$ cat config.mk
export PLATFORM = sky130hd
export DESIGN_NAME = inst_loader
export DESIGN_NICKNAME = d
export VERILOG_FILES = /design/src/rtl/inst_loader_pkg.sv /design/src/rtl/inst_loader_byte_packer.sv /design/src/rtl/inst_loader.sv
export SDC_FILE = /design/constraint.sdc
export NUM_CORES = 1
export LEC_CHECK = 0
export ABC_AREA = 1
export BUFFER_PORTS_ARGS = -buffer_cell sky130_fd_sc_hd__buf_2
export CAP_MARGIN = 20
export CORE_MARGIN = 3
export CORE_UTILIZATION = 46
export CTS_BUF_LIST = sky130_fd_sc_hd__clkbuf_4
export CTS_CLUSTER_SIZE = 16
export DETAILED_ROUTE_END_ITERATION = 6
export PLACE_DENSITY = 0.68
export SLEW_MARGIN = 5
export SYNTH_ARGS = -nofsm -noshare
export SYNTH_HDL_FRONTEND = slang
export SYNTH_SLANG_ARGS = --single-unit
$ cat constraint.sdc
create_clock -name clk -period 1.92 [get_ports clk]
set_clock_uncertainty 0.05 [all_clocks]
set_input_delay 0 -clock clk [delete_from_list [all_inputs] [get_ports clk]]
set_output_delay 0 -clock clk [all_outputs]
set_load 0.05 [all_outputs]
$ cat src/rtl/inst_loader_pkg.sv
// Shared types and constants for the UART program loader.
// Imported by the byte packer and the loader top level.
package inst_loader_pkg;

    typedef enum logic [1:0] {
        IDLE,
        LEN,
        DATA,
        RESP
    } state_t;

    localparam logic [7:0] ACK_DEFAULT = 8'hAA;
    localparam logic [7:0] NAK_DEFAULT = 8'h55;

    // Bytes per length field and per instruction word
    localparam int FRAME_LEN_BYTES = 4;

endpackage

$ cat src/rtl/inst_loader_byte_packer.sv
// Packs a byte stream into little-endian 32-bit words.
// word/word_valid are combinational on the byte completing a word.
module byte_packer
    import inst_loader_pkg::*;
(
    input  logic        clk,
    input  logic        rstn,
    input  logic        clr,
    input  logic        in_valid,
    input  logic [7:0]  in_byte,
    output logic        word_valid,
    output logic [31:0] word
);

    localparam logic [1:0] LAST = 2'(FRAME_LEN_BYTES - 1);

    logic [1:0]  cnt_q, cnt_d;
    logic [31:0] sr_q, sr_d;

    // New byte enters at the top so the first byte ends up in bits 7:0
    always_comb begin
        word       = {in_byte, sr_q[31:8]};
        word_valid = in_valid && (cnt_q == LAST);
        cnt_d      = cnt_q;
        sr_d       = sr_q;
        if (clr) begin
            cnt_d = '0;
            sr_d  = '0;
        end else if (in_valid) begin
            cnt_d = cnt_q + 2'd1;
            sr_d  = word;
        end
    end

    // Byte counter and shift register state
    always_ff @(posedge clk or negedge rstn) begin
        if (!rstn) begin
            cnt_q <= '0;
            sr_q  <= '0;
        end else begin
            cnt_q <= cnt_d;
            sr_q  <= sr_d;
        end
    end

endmodule

$ cat src/rtl/inst_loader.sv
// UART program loader: length-prefixed frame to instruction RAM.
// Replies ACK on a good load, NAK on bad length or timeout.
module inst_loader
    import inst_loader_pkg::*;
#(
    parameter int          ADDR_W      = 10,
    parameter logic [7:0]  ACK_BYTE    = ACK_DEFAULT,
    parameter logic [7:0]  NAK_BYTE    = NAK_DEFAULT,
    parameter logic [31:0] TIMEOUT_CYC = 32'd0
) (
    input  logic              clk,
    input  logic              rstn,
    input  logic              start,
    input  logic [7:0]        rx_data,
    input  logic              rx_valid,
    output logic [7:0]        tx_data,
    output logic              tx_valid,
    input  logic              tx_ready,
    output logic              we,
    output logic [ADDR_W-1:0] waddr,
    output logic [31:0]       di,
    output logic              busy,
    output logic              done,
    output logic              err
);

    localparam logic [31:0] MAX_WORDS = 32'(1) << ADDR_W;

    state_t            state_q, state_d;
    logic [31:0]       n_q, n_d;
    logic [ADDR_W:0]   word_cnt_q, word_cnt_d;
    logic [31:0]       to_cnt_q, to_cnt_d;
    logic              we_q, we_d;
    logic [ADDR_W-1:0] waddr_q, waddr_d;
    logic [31:0]       di_q, di_d;
    logic [7:0]        tx_data_q, tx_data_d;
    logic              tx_valid_q, tx_valid_d;
    logic              busy_q, busy_d;
    logic              done_q, done_d;
    logic              err_q, err_d;

    logic        pk_valid;
    logic        pk_clr;
    logic        pk_word_valid;
    logic [31:0] pk_word;
    logic        timeout_hit;

    assign pk_valid = rx_valid && (state_q == LEN || state_q == DATA);
    assign pk_clr   = (state_d != state_q);

    assign timeout_hit = (TIMEOUT_CYC != 32'd0) && !rx_valid &&
                         (to_cnt_q == TIMEOUT_CYC - 32'd1);

    byte_packer u_packer (
        .clk        (clk),
        .rstn       (rstn),
        .clr        (pk_clr),
        .in_valid   (pk_valid),
        .in_byte    (rx_data),
        .word_valid (pk_word_valid),
        .word       (pk_word)
    );

    // Frame FSM next-state and registered-output logic
    always_comb begin
        state_d    = state_q;
        n_d        = n_q;
        word_cnt_d = word_cnt_q;
        to_cnt_d   = to_cnt_q;
        we_d       = 1'b0;
        waddr_d    = waddr_q;
        di_d       = di_q;
        tx_data_d  = tx_data_q;
        tx_valid_d = tx_valid_q;
        busy_d     = busy_q;
        done_d     = done_q;
        err_d      = err_q;
        unique case (state_q)
            IDLE: begin
                if (start) begin
                    state_d    = LEN;
                    busy_d     = 1'b1;
                    done_d     = 1'b0;
                    err_d      = 1'b0;
                    n_d        = '0;
                    word_cnt_d = '0;
                    to_cnt_d   = '0;
                end
            end
            LEN: begin
                to_cnt_d = rx_valid ? '0 : to_cnt_q + 32'd1;
                if (timeout_hit) begin
                    state_d    = RESP;
                    tx_valid_d = 1'b1;
                    tx_data_d  = NAK_BYTE;
                    err_d      = 1'b1;
                end else if (pk_word_valid) begin
                    n_d = pk_word;
                    if (pk_word == 32'd0) begin
                        state_d    = RESP;
                        tx_valid_d = 1'b1;
                        tx_data_d  = ACK_BYTE;
                    end else if (pk_word > MAX_WORDS) begin
                        state_d    = RESP;
                        tx_valid_d = 1'b1;
                        tx_data_d  = NAK_BYTE;
                        err_d      = 1'b1;
                    end else begin
                        state_d = DATA;
                    end
                end
            end
            DATA: begin
                to_cnt_d = rx_valid ? '0 : to_cnt_q + 32'd1;
                if (32'(word_cnt_q) == n_q) begin
                    state_d    = RESP;
                    tx_valid_d = 1'b1;
                    tx_data_d  = ACK_BYTE;
                end else if (timeout_hit) begin
                    state_d    = RESP;
                    tx_valid_d = 1'b1;
                    tx_data_d  = NAK_BYTE;
                    err_d      = 1'b1;
                end else if (pk_word_valid) begin
                    we_d       = 1'b1;
                    waddr_d    = word_cnt_q[ADDR_W-1:0];
                    di_d       = pk_word;
                    word_cnt_d = word_cnt_q + 1'b1;
                end
            end
            RESP: begin
                if (tx_ready) begin
                    state_d    = IDLE;
                    tx_valid_d = 1'b0;
                    busy_d     = 1'b0;
                    done_d     = !err_q;
                end
            end
        endcase
    end

    // State and output registers; reset aborts any frame in flight
    always_ff @(posedge clk or negedge rstn) begin
        if (!rstn) begin
            state_q    <= IDLE;
            n_q        <= '0;
            word_cnt_q <= '0;
            to_cnt_q   <= '0;
            we_q       <= 1'b0;
            waddr_q    <= '0;
            di_q       <= '0;
            tx_data_q  <= '0;
            tx_valid_q <= 1'b0;
            busy_q     <= 1'b0;
            done_q     <= 1'b0;
            err_q      <= 1'b0;
        end else begin
            state_q    <= state_d;
            n_q        <= n_d;
            word_cnt_q <= word_cnt_d;
            to_cnt_q   <= to_cnt_d;
            we_q       <= we_d;
            waddr_q    <= waddr_d;
            di_q       <= di_d;
            tx_data_q  <= tx_data_d;
            tx_valid_q <= tx_valid_d;
            busy_q     <= busy_d;
            done_q     <= done_d;
            err_q      <= err_d;
        end
    end

    assign tx_data  = tx_data_q;
    assign tx_valid = tx_valid_q;
    assign we       = we_q;
    assign waddr    = waddr_q;
    assign di       = di_q;
    assign busy     = busy_q;
    assign done     = done_q;
    assign err      = err_q;

endmodule
# ---- Word-level counts from Yosys, hierarchy flattened
# Cells that the tools add are included.
dict set report totals {
  reg_bits 134
  out_inout_bits 55
  elab_cells 91
}
dict set report classes {
  addsub 2
  magnitude_cmp 1
  eq_ne 15
  n_mux 40
  n_bitwise 1
  reduce_logical 19
}
# cell count
set op_table {}
lappend op_table {{two-way mux 32 bit} 4}
lappend op_table {{one-hot mux 32 bit (2 select lines)} 1}
lappend op_table {{two-way mux 11 bit} 3}
lappend op_table {{== test 11 x 32 -> 1 bit} 1}
lappend op_table {{greater-than comparator 32 x 11 -> 1 bit (second input constant)} 1}
lappend op_table {{logical NOT 32 bit} 1}
lappend op_table {{two-way mux 8 bit} 4}
lappend op_table {{one-hot mux 11 bit (2 select lines)} 1}
lappend op_table {{one-hot mux 8 bit (2 select lines)} 1}
lappend op_table {{two-way mux 1 bit} 15}
lappend op_table {{two-way mux 2 bit} 6}
lappend op_table {{!= test 2 bit (second input constant)} 6}
lappend op_table {{adder 11 x 1 -> 11 bit (second input constant)} 1}
lappend op_table {{AND reduction 5 bit} 2}
lappend op_table {{nonzero test 2 bit} 5}
lappend op_table {{AND reduction 3 bit} 3}
lappend op_table {{one-hot mux 2 bit (4 select lines)} 1}
lappend op_table {{AND reduction 4 bit} 2}
lappend op_table {{== test 2 bit (second input constant)} 3}
lappend op_table {{one-hot mux 1 bit (2 select lines)} 3}
lappend op_table {{!= test 2 x 1 -> 1 bit (second input constant)} 2}
lappend op_table {{!= test 3 x 1 -> 1 bit (second input constant)} 1}
lappend op_table {{one-hot mux 1 bit (3 select lines)} 1}
lappend op_table {{nonzero test 3 bit} 1}
lappend op_table {{8 further kinds} 9}

# ---- Logic depth before layout (Yosys ltp)
dict set report logic_depth {
  depth_word 8
  ltp_mapped 14
}

# ---- By module
# A second synthesis with hierarchy kept.
dict set report unflattened {
  cells_unflattened 647
  area_unflattened_um2 5789.3
}
# mod n_inst cells_each area_per_inst_um2 seq_area_each_um2
set modules_own_cells {}
lappend modules_own_cells {inst_loader 1 522 4524.3 2352.3}
lappend modules_own_cells {byte_packer 1 125 1265.0 650.6}

# ---- Worst setup path after synthesis
# OpenSTA, ideal clock, no wires.
dict set report synth_timing {
  kind {reg-to-reg}
  startpoint {register state_q[0]}
  endpoint {register u_packer.sr_q[12]}
  setup_time_ns 0.071
  arrival_time_ns 1.768
  required_ns 1.799
  slack_ns 0.031
  stages_incl_launch_ff 12
  path_buffers 1
  synth_period_minus_slack_ns 1.889
  cell_sequence {dfrtp_1 inv_1 ha_1 nand3_1 nor2_1 inv_1 nand3_1 nand2_1 xor2_1 nand3_2 buf_6 nor2_1}
}
dict set report synth_via {
  elab_chain_cells 8
  elab_cells_between_ends 15
}
# element line
set synth_lines {}
lappend synth_lines {{from (decl)} inst_loader.sv:29} ;# state_t state_q, state_d;
lappend synth_lines {{from (signal assigned)} inst_loader.sv:158} ;# state_q <= state_d;
lappend synth_lines {{== test 2 x 1 -> 1 bit / == test 2 bit (equally long branches)} {inst_loader.sv:48, inst_loader.sv:78}}
lappend synth_lines {{logical OR 1 bit} inst_loader.sv:48} ;# assign pk_valid = rx_valid && (state_q == LEN || state_q == DATA);
lappend synth_lines {{logical AND 1 bit} inst_loader.sv:48}
lappend synth_lines {{logical AND 1 bit} inst_loader_byte_packer.sv:23} ;# word_valid = in_valid && (cnt_q == LAST);
lappend synth_lines {{two-way mux 2 bit} inst_loader.sv:97} ;# end else if (pk_word_valid) begin
lappend synth_lines {{one-hot mux 2 bit (4 select lines)} inst_loader.sv:78} ;# unique case (state_q)
lappend synth_lines {{!= test 2 bit} inst_loader.sv:49} ;# assign pk_clr = (state_d != state_q);
lappend synth_lines {{two-way mux 32 bit / nonzero test 2 bit (equally long branches)} --}
lappend synth_lines {{to (signal assigned)} inst_loader_byte_packer.sv:42} ;# sr_q <= sr_d;
lappend synth_lines {{to (decl)} inst_loader_byte_packer.sv:18} ;# logic [31:0] sr_q, sr_d;
# Parallel ways exist; a longest one is shown, timed or not.
# A chain may end at the register's enable or synchronous reset.

# ---- Final worst setup path
dict set report layout_timing {
  startpoint {register state_q[1]}
  endpoint {register u_packer.sr_q[27]}
}
# The elaborated chain is that of the path after synthesis.

==> run metrics <==
switching part of the total=0.453; Routability Congestion=a little under 1; vias per inst=5.39; Critical Path AT=2.43 ns; worst slack, placed=-0.0224 ns; most common cell after layout, fill and taps aside=nand2_1; number of I/O port buffers=67; ant diodes=0; Pleak=about 3.8 nW; Worst setup EP type=flop; total power=0.0118 W; worst vdd ir=1040 uV; top-level port count=68; Syn-to-layout area delta=36.3%; clock-pin slew on the worst setup and hold paths=around 0.12 ns; fin crit period=2.00 ns; Warnings, synthesis=0; main area contributors after synthesis=dfrtp_1 54%, nand2_1 11%, o21ai_0 6.9%; cell-internal power=0.00644 W; most frequent cells in the layout=126 x nand2_1, 117 x dfrtp_1, 66 x buf_2; vias post-DR=approximately 5,200; die area=13,500 um2; Yosys top cell by area=dfrtp_1; GRT Total Usage=0.220; crit path max fanout=6; core box area=11,600 um2; measured slew at the worst slew-check pin=0.730 ns; PD cells=roughly 1600 nW/um2; antenna viol nets, final=0; first-pass GRT wire length=23.1 mm; sequential area share after synthesis=0.540; status=finished with violations; Total Routed Length=16.3 mm; Final setup viols=32; Synthesized Nets=roughly 680; crit share post-route=1.04; post-route DRC violation count=0; clk root buf=clkbuf_4; switching power=0.00533 W; CTS tree=done; power share of the combinational group=0.536; Post-layout nets=824; final worst setup slack=-0.0831 ns; Clock Path Buffers=2; FF+latch count, synth=120; clock sink count=120; largest net degree at the start of global routing=81; Required @ worst endpoint=2.35 ns; final hold vios=0; Cell variety after synth=32; Critical Path Source Type=flop; area share of the largest cell type after synthesis=0.540; RSZ-0062 raised after global routing=true; max_slew headroom=0.512; syn_area_per_cell=8.38 um2; WL/cell=16.9 um; Seq pwr share=0.289; failing checks=negative setup slack; vias in the first global route=around 4,700; clock network fraction of design power=0.175; Cells after Synth=about 660; Slew Limit Fails=0; maxcap violations=0; H-tree levels=4; TritonRoute pass-1 iters=5; grt total ovfl=0; Row Count=39; initial antenna violation count=0; DP Cell Count=878; Initial Util=0.479; Hold Path Class=input pin to flop; clock latency on the worst-skew pair=0.54 ns; share of cells above drive strength 1=0.367; DPL Wire Length=9.56 mm; CTS buffer count=17; R2R Setup Slk=-0.08 ns; Fmax=approximately 500 MHz; DIE WIDTH=116 um; Starting DRT DRC Count=465; Vert. Die Dim=116 um; Syn Std Cell Area=5570 um2; Finished Layout Cells=961; crit path kind=flop to flop
-- logic make-up (layout without fill, tap and decap cells) --
logic type	Yosys count	count (layout)	synth area share
buffers and inverters	108	262	0.0908
adder cells (fa/ha/maj)	6	6	0.0135
XOR/XNOR	7	7	0.0110
flip-flops	120	120	0.540
AO/OA/AOI/OAI	120	120	0.117
AND/OR/NAND/NOR	302	302	0.226
multiplexers	1	1	0.00180
-- per-layer routing --
layer | part of all wire | vias to the layer above | global-route usage
met1 | 0.42 | 2509 | 0.291
met5 | 0 | - | 0
li1 | - | 2423 | -
met3 | 0.064 | 35 | 0.0486
met4 | 0.023 | 0 | 0.0820
met2 | 0.50 | 217 | 0.358
-- power by group through the flow --
| stage | Clock, W | Sequential, W | Combinational (W) |
|---|---|---|---|
| after global routing | 0.00222 | 0.00345 | 0.00682 |
| after global placement | 0 | 0.00340 | 0.00443 |
| after CTS | 0.00209 | 0.00337 | 0.00468 |
| after detailed placement | 0 | 0.00342 | 0.00454 |
| after floorplan | 0 | 0.00353 | 0.00306 |
| final | 0.00206 | 0.00340 | 0.00630 |
-- flip-flops by register name, indices dropped and copies added, names as in the netlist, 2 cells and up --
signal,count
di,32
tx_data,2
u_packer.sr_q,24
n_q,32
u_packer.cnt_q,2
waddr,10
word_cnt_q,11
state_q,2
-- layout make-up --
class	count	area, um2
fillers	934	4030
flip-flops and latches	120	3010
multi-input cells	436	2440
repair buffers	157	1340
inverters	73	287
clock inverters	15	201
well taps	143	179
clock buffers	17	128
-- cell usage after synthesis --
library cell and instances:
nand2_1 164, nand3_2 1, buf_2 10, o31ai_1 5, inv_1 67, nor2_1 62
o21ai_0 77, a21oi_1 8, nor3_1 7, o21ai_1 19, nand3_1 47, buf_1 1
buf_6 5, nor2_2 3, dfrtp_1 120, nand2_2 1, o21ai_2 9, and2_1 1
inv_2 6, buf_12 1, ha_1 6, buf_4 6, buf_8 1, o211ai_1 1
nand4_1 12, nor4_1 2, clkbuf_1 11, a31oi_1 1, mux2i_1 1, or2_1 1
or2_2 1, xor2_1 7
-- stage by stage --
stage | utilization | cell area [um2] | TNS, ns | hold slack, ns
floorplan | - | 5570 | 0 | -0.346
global placement | 0.535 | 6220 | 0 | -0.151
detailed placement | 0.535 | 6220 | -0.0896 | -0.155
CTS | 0.579 | 6730 | 0 | 0.178
global route | 0.653 | 7590 | -7.62 | 0.204
finish | 0.653 | 7590 | -1.72 | 0.212
-- worst max-delay path: stages, from the launching register on --
cell and delay, ns:
dfrtp_1 0.39, inv_2 0.08, ha_4 0.28, nand3_4 0.09, nor2_4 0.11, inv_1 0.06, nand3_1 0.13, nand2_2 0.09
xor2_2 0.19, nand3_4 0.18, clkbuf_16 0.21, nor2_1 0.09
-- repair_timing --
action / 4_1_cts / 5_1_grt
hold buffers: 14 / 0
gates cloned: 0 / 14
pin swaps: 5 / 20
hold endpoints to repair: 166 / 0
setup endpoints to repair: 32 / 91
resized for setup: 10 / 145
buffers inserted: 1 / 22
-- worst paths after layout --
kind                                      start                             to  cells after the start
setup / recovery           state_q[1]$_DFF_PN0_  u_packer.sr_q[27]$_DFFE_PN0P_                     11
hold / removal                       rx_data[6]             di[30]$_DFFE_PN0P_                      4
setup reg to reg           state_q[1]$_DFF_PN0_  u_packer.sr_q[27]$_DFFE_PN0P_                     11
hold reg to reg              di[25]$_DFFE_PN0P_             di[25]$_DFFE_PN0P_                      2
max in group asynchronous                  rstn            n_q[30]$_DFFE_PN0P_                      4
min in group asynchronous                  rstn            n_q[20]$_DFFE_PN0P_                      4
No activity file was read; power rests on OpenSTA's default activity.
